$ cat src/rtl/rand_burst_parm_pkg.sv
// Shared definitions for the burst-framed 802.16 OFDM randomizer (PRBS 1+x^14+x^15).
package rand_burst_parm_pkg;

  localparam int IV_W  = 15;
  localparam int TAP_A = 13;
  localparam int TAP_B = 14;

  typedef enum logic [1:0] {
    ST_IDLE  = 2'd0,
    ST_RUN   = 2'd1,
    ST_DRAIN = 2'd2
  } state_e;

  function automatic logic prbs_fb(input logic [IV_W-1:0] r);
    return r[TAP_A] ^ r[TAP_B];
  endfunction

endpackage

$ cat src/rtl/rand_burst_parm_lfsr_step.sv
// Combinational W-step advance of the randomizer LFSR; bit 0 of the beat is stepped first.
module rand_burst_parm_lfsr_step
  import rand_burst_parm_pkg::*;
#(
  parameter int W = 1
) (
  input  logic [IV_W-1:0] r,
  input  logic [W-1:0]    in_bits,
  output logic [IV_W-1:0] r_next,
  output logic [W-1:0]    out_bits
);

  logic [IV_W-1:0] r_s;
  logic            fb_s;

  // Chain W single-bit steps: fb feeds both the data XOR and the shift input
  always_comb begin
    r_s      = r;
    fb_s     = 1'b0;
    out_bits = {W{1'b0}};
    for (int i = 0; i < W; i++) begin
      fb_s        = prbs_fb(r_s);
      out_bits[i] = in_bits[i] ^ fb_s;
      r_s         = {r_s[IV_W-2:0], fb_s};
    end
    r_next = r_s;
  end

endmodule

$ cat src/rtl/rand_burst_parm.sv
// Burst-framed randomizer: per-burst IV/length/bypass, valid/ready on both sides,
// single registered output stage with out_last on the final beat.
module rand_burst_parm
  import rand_burst_parm_pkg::*;
#(
  parameter int W     = 1,
  parameter int LEN_W = 16
) (
  input  logic             clk,
  input  logic             reset,
  input  logic             load,
  input  logic [IV_W-1:0]  load_iv,
  input  logic [LEN_W-1:0] load_bits,
  input  logic             load_byp,
  output logic             load_err,
  output logic             busy,
  input  logic [W-1:0]     in_bits,
  input  logic             in_valid,
  output logic             in_ready,
  output logic [W-1:0]     out_bits,
  output logic             out_valid,
  input  logic             out_ready,
  output logic             out_last
);

  localparam logic [LEN_W-1:0] W_L    = LEN_W'(W);
  localparam logic [LEN_W-1:0] ZERO_L = {LEN_W{1'b0}};

  state_e           state_r;
  logic [IV_W-1:0]  lfsr_r;
  logic [LEN_W-1:0] cnt_r;
  logic [LEN_W-1:0] len_r;
  logic             byp_r;
  logic [W-1:0]     out_bits_r;
  logic             out_valid_r;
  logic             out_last_r;
  logic             load_err_r;
  logic             busy_r;

  logic [IV_W-1:0]  step_r_s;
  logic [W-1:0]     step_out_s;
  logic             in_ready_s;
  logic             in_fire_s;
  logic             out_fire_s;
  logic             load_ok_s;
  logic [LEN_W-1:0] cnt_next_s;
  logic             last_s;

  rand_burst_parm_lfsr_step #(.W(W)) u_step (
    .r        (lfsr_r),
    .in_bits  (in_bits),
    .r_next   (step_r_s),
    .out_bits (step_out_s)
  );

  // Input acceptance: only while running, and only if the output register is free this cycle
  always_comb begin
    in_ready_s = 1'b0;
    case (state_r)
      ST_RUN:  in_ready_s = !out_valid_r || out_ready;
      default: in_ready_s = 1'b0;
    endcase
  end

  assign in_fire_s  = in_valid && in_ready_s;
  assign out_fire_s = out_valid_r && out_ready;
  assign load_ok_s  = (load_bits != ZERO_L) && ((load_bits % W_L) == ZERO_L);
  assign cnt_next_s = cnt_r + W_L;
  assign last_s     = (cnt_next_s == len_r);

  // Burst FSM, bit counter, LFSR and output register
  always_ff @(posedge clk or negedge reset) begin
    if (!reset) begin
      state_r     <= ST_IDLE;
      lfsr_r      <= {IV_W{1'b0}};
      cnt_r       <= ZERO_L;
      len_r       <= ZERO_L;
      byp_r       <= 1'b0;
      out_bits_r  <= {W{1'b0}};
      out_valid_r <= 1'b0;
      out_last_r  <= 1'b0;
      load_err_r  <= 1'b0;
      busy_r      <= 1'b0;
    end else begin
      load_err_r <= 1'b0;
      case (state_r)
        ST_IDLE: begin
          if (load) begin
            if (load_ok_s) begin
              lfsr_r  <= load_iv;
              len_r   <= load_bits;
              byp_r   <= load_byp;
              cnt_r   <= ZERO_L;
              state_r <= ST_RUN;
              busy_r  <= 1'b1;
            end else begin
              load_err_r <= 1'b1;
            end
          end
        end
        ST_RUN: begin
          load_err_r <= load;
          if (in_fire_s) begin
            // Bypass still advances the LFSR so the keystream stays aligned to the bit count
            lfsr_r      <= step_r_s;
            cnt_r       <= cnt_next_s;
            out_bits_r  <= byp_r ? in_bits : step_out_s;
            out_valid_r <= 1'b1;
            out_last_r  <= last_s;
            if (last_s) begin
              state_r <= ST_DRAIN;
            end
          end else if (out_fire_s) begin
            out_valid_r <= 1'b0;
            out_last_r  <= 1'b0;
          end
        end
        ST_DRAIN: begin
          load_err_r <= load;
          if (out_fire_s) begin
            out_valid_r <= 1'b0;
            out_last_r  <= 1'b0;
            state_r     <= ST_IDLE;
            busy_r      <= 1'b0;
          end
        end
        default: begin
          state_r     <= ST_IDLE;
          out_valid_r <= 1'b0;
          out_last_r  <= 1'b0;
          busy_r      <= 1'b0;
        end
      endcase
    end
  end

  assign in_ready  = in_ready_s;
  assign out_bits  = out_bits_r;
  assign out_valid = out_valid_r;
  assign out_last  = out_last_r;
  assign load_err  = load_err_r;
  assign busy      = busy_r;

endmodule

$ cat config.mk
export PLATFORM = sky130hd
export DESIGN_NAME = rand_burst_parm
export DESIGN_NICKNAME = d
export VERILOG_FILES = /design/src/rtl/rand_burst_parm_pkg.sv /design/src/rtl/rand_burst_parm_lfsr_step.sv /design/src/rtl/rand_burst_parm.sv
export SDC_FILE = /design/constraint.sdc
export NUM_CORES = 1
export LEC_CHECK = 0
export CAP_MARGIN = 20
export CORE_ASPECT_RATIO = 1.5
export CORE_MARGIN = 4
export CORE_UTILIZATION = 50
export DETAILED_ROUTE_END_ITERATION = 16
export DONT_BUFFER_PORTS = 1
export GPL_ROUTABILITY_DRIVEN = 0
export GPL_TIMING_DRIVEN = 0
export PLACE_DENSITY = 0.74
export SLEW_MARGIN = 20
export SYNTH_ARGS = -nofsm -noshare
export SYNTH_HDL_FRONTEND = slang
export SYNTH_HIERARCHICAL = 1
export SYNTH_SLANG_ARGS = --single-unit
$ cat constraint.sdc
create_clock -name clk -period 2.6 [get_ports clk]
set_input_delay 0.52 -clock clk [delete_from_list [all_inputs] [get_ports clk]]
set_output_delay 0.52 -clock clk [all_outputs]
set_load 0.01 [all_outputs]
==> results by group <==
Worst setup path
  – Data required, critical path: 2.85 ns
  – Worst EP arrival: about 2.7 ns
  – Critical path capture point type: flip-flop
  – Worst Setup Path Type: reg -> reg
  – Critical path launch point type: flip-flop
  – Critical Path Fanout Max: 8

STA
  – Final worst hold slack: about 0.038 ns
  – Highest clock frequency the design can meet: just over 400 MHz
  – Shortest period the worst path allows: around 2.4 ns
  – Fin Clk Skew: roughly 0.0063 ns
  – Pins Over Slew Limit: 0
  – Max-slew headroom: about half
  – Final Worst Setup Slack: 0.151 ns
  – Number of hold violations in the final report: 0
  – Share of the clock period used by the worst path after layout: a little over nine tenths
  – Setup violators final: 0
  – Slew at the pin closest to its max-slew limit: roughly 0.74 ns

Floorplan
  – Core region area: 6530 um2
  – Die Y: about 110 um
  – Total I/O pin count: 44
  – Number of placement rows: 36
  – Area of the die: ~8200 um2
  – Floorplan die width: between 70 and 80 um
  – Starting density of the core: 51.9%

Synth
  – Mean instance size in the synthesized netlist: 9.65 um2
  – Count leader, synth: sky130_fd_sc_hd__dfrtp_1
  – Most used flip-flop cell after synthesis: sky130_fd_sc_hd__dfrtp_1
  – Top cells by count, synth: sky130_fd_sc_hd__dfrtp_1, sky130_fd_sc_hd__nand2_1, sky130_fd_sc_hd__a21oi_1, sky130_fd_sc_hd__o21ai_0, sky130_fd_sc_hd__nor2_1
  – Number of different library cells in the post-synthesis netlist: 57
  – Library cell occupying the most area in the post-synthesis netlist: sky130_fd_sc_hd__dfrtp_1
  – Number of storage elements in the synthesis netlist: 55
  – Part of the Yosys area used for sequential elements: around two fifths
  – Number of instances in the synthesized netlist: between 300 and 400
  – Yosys synthesis warning count: 6
  – Post-synth EDFFs: 0
  – Proportion of netlist area held by the largest area contributor: between 40% and 50%
  – Largest cells by area after synthesis: sky130_fd_sc_hd__dfrtp_1, sky130_fd_sc_hd__mux2_2, sky130_fd_sc_hd__mux2i_1
  – Syn Nets: 394
  – Post-synthesis cell area: 3390 um2
  – Proportion of synthesized flip-flops having asynchronous set or reset: 100%

Clock tree
  – Clock buffers created by TritonCTS: 5
  – CTS H-tree lvls: 2
  – Clock insertion delay at the later pin of the skew report: 0.32 ns
  – CTS root buf: sky130_fd_sc_hd__clkbuf_8
  – TritonCTS sink count: 55
  – CTS Buffer Depth: 2
  – Clock tree from TritonCTS: done
  – Clock Pin Slew Worst Setup and Hold Paths: roughly 0.10 ns

Cells and area
  – Combined flip-flop and latch cell area: ~1400 um2
  – Nets: between 400 and 500
  – Filler Cells Inserted: around 540
  – Design area: roughly 3700 um2
  – Share of cells above drive strength 1: 18.6%
  – Area Growth Syn to Fin: 7.98%
  – Multi-input gate area in the final layout: roughly 1800 um2
  – Count of antenna diodes in the layout: 0
  – Final std cells w/o fill: ~440

Route
  – Number of detailed-routing iterations run before antenna repair: 4
  – Average detailed-routed wire length per instance: 17.3 um
  – Vias: roughly 2600
  – Detailed-route DRC error count: 0
  – Final routed wirelength across all metal layers: approximately 7600 um
  – Number of violations reported at the end of detailed-routing iteration 0: 95
  – Routed Antenna Nets: 0
  – Per-cell via count in the routed design: around 5.9

Pwr
  – Power density over the cells: 1020 nW/um2
  – Worst vdd rail ir drop: a little under 0.8 mV
  – Leakage power total: between 1.5 and 2 nW

Place
  – Placed standard-cell area: roughly 3500 um2
  – Instance count after placement with tap cells included: ~430
  – Count of port buffers added during placement: 0
  – Post-DP HPWL: 5730 um
  – Placement-stage worst setup slack: -0.0207 ns

Global route
  – Vias in the first global route: ~2600
  – Overflow after GRT: 0
  – Wire length of the first global-routing pass: about 12000 um
  – Global Route Usage Sum: 19.8%
  – Largest net degree at the start of global routing: 56
  – Number of antenna violations at the first check in global routing: 0

Worst hold path
  – Path class of the lowest-slack min-delay path: in -> async

Status
  – Status: finished clean

Flow run
  – Maximum capacitance violations: 0
worst max-delay path, stage by stage (launching register included):
cell and delay, ns:
sky130_fd_sc_hd__dfrtp_1 0.49, sky130_fd_sc_hd__ha_1 0.28, sky130_fd_sc_hd__nand3_1 0.26, sky130_fd_sc_hd__nor2_1 0.36
sky130_fd_sc_hd__xnor2_1 0.13, sky130_fd_sc_hd__a2111oi_2 0.37, sky130_fd_sc_hd__nand4_1 0.14, sky130_fd_sc_hd__buf_4 0.19
sky130_fd_sc_hd__o21ai_1 0.16
state kept, by name, indices dropped and copies added (netlist names):
signal and cells:
busy 1, state_r 2, byp_r 1, out_bits 1
len_r 16, load_err 1, lfsr_r 15, out_last 1
cnt_r 16, out_valid 1
cell usage in the layout, fill, tap and decap left out, types with 5 or more instances in the layout:
cell type,Yosys,routed
sky130_fd_sc_hd__a21oi_1,24,24
sky130_fd_sc_hd__buf_2,6,6
sky130_fd_sc_hd__buf_4,18,19
sky130_fd_sc_hd__clkbuf_1,6,6
sky130_fd_sc_hd__clkbuf_8,0,5
sky130_fd_sc_hd__dfrtp_1,55,55
sky130_fd_sc_hd__ha_1,5,5
sky130_fd_sc_hd__inv_1,10,10
sky130_fd_sc_hd__mux2_2,19,19
sky130_fd_sc_hd__mux2i_1,19,19
sky130_fd_sc_hd__nand2_1,30,30
sky130_fd_sc_hd__nand3_1,7,7
sky130_fd_sc_hd__nand4_1,6,6
sky130_fd_sc_hd__nor2_1,20,20
sky130_fd_sc_hd__nor3_1,6,6
sky130_fd_sc_hd__o21ai_0,24,24
sky130_fd_sc_hd__o21ai_1,9,9
sky130_fd_sc_hd__o31ai_1,5,5
sky130_fd_sc_hd__xnor2_1,10,10
sky130_fd_sc_hd__xor2_1,8,8
layer usage:
metal  track usage (%)  routed length [um]  up-vias
met2              35.6                3990       65
met5                 0                   0        -
met1              21.0                2900     1223
met4              10.3                 316        0
met3              4.43                 352       18
li1                  -                   -     1272
final cells by class:
class	instances	area share, %
timing repair buffer	2	0.958
sequential	55	37.6
clock inverter	3	1.30
clock buffer	5	1.88
inverter	10	1.03
buffer	35	6.09
tap	76	2.60
multi-input combinational	251	48.5
per-stage QoR:
| stage | util, % | setup TNS (ns) | total power, mW |
|---|---|---|---|
| after detailed placement | 53.3 | -0.0851 | 3.12 |
| after global routing | 56.0 | -0.0903 | 4.00 |
| final | 56.0 | 0 | 3.74 |
| after floorplan | - | 0 | 2.76 |
| after CTS | 55.5 | 0 | 3.74 |
| after global placement | 53.3 | -0.0217 | 3.09 |
where the power goes:
group | internal (mW) | switching (mW)
sequential | 1.16 | 0.258
clock | 0.292 | 0.300
combinational | 0.852 | 0.875
logic make-up after synthesis:
kind of cell,share of synthesized area [%]
AOI/OAI and AO/OA,16.8
buffers and inverters,7.68
muxes,11.9
and+or+nand+nor,15.7
DFF,40.6
xor gates and xnor gates,5.36
adders and majority gates,1.85
repair_timing:
| action | in CTS | in global routing |
|---|---|---|
| hold buffers | 1 | 0 |
| endpoints found under the setup margin | 0 | 6 |
| buffers inserted | 0 | 1 |
| resized for setup | 0 | 3 |
| endpoints found under the hold margin | 55 | 0 |
final timing paths:
path,cells after the start,start,end,slack [ns]
worst max-delay path,8,cnt_r[0],out_last,0.15
worst min-delay path,1,reset,cnt_r[4],0.04
worst max register to register,8,cnt_r[0],out_last,0.15
worst min register to register,1,len_r[15],len_r[15],0.54
max in group asynchronous,1,reset,cnt_r[3],2.32
min in group clk,1,load_bits[14],len_r[14],0.34
Note: power is estimated with default switching activity, not from simulation.
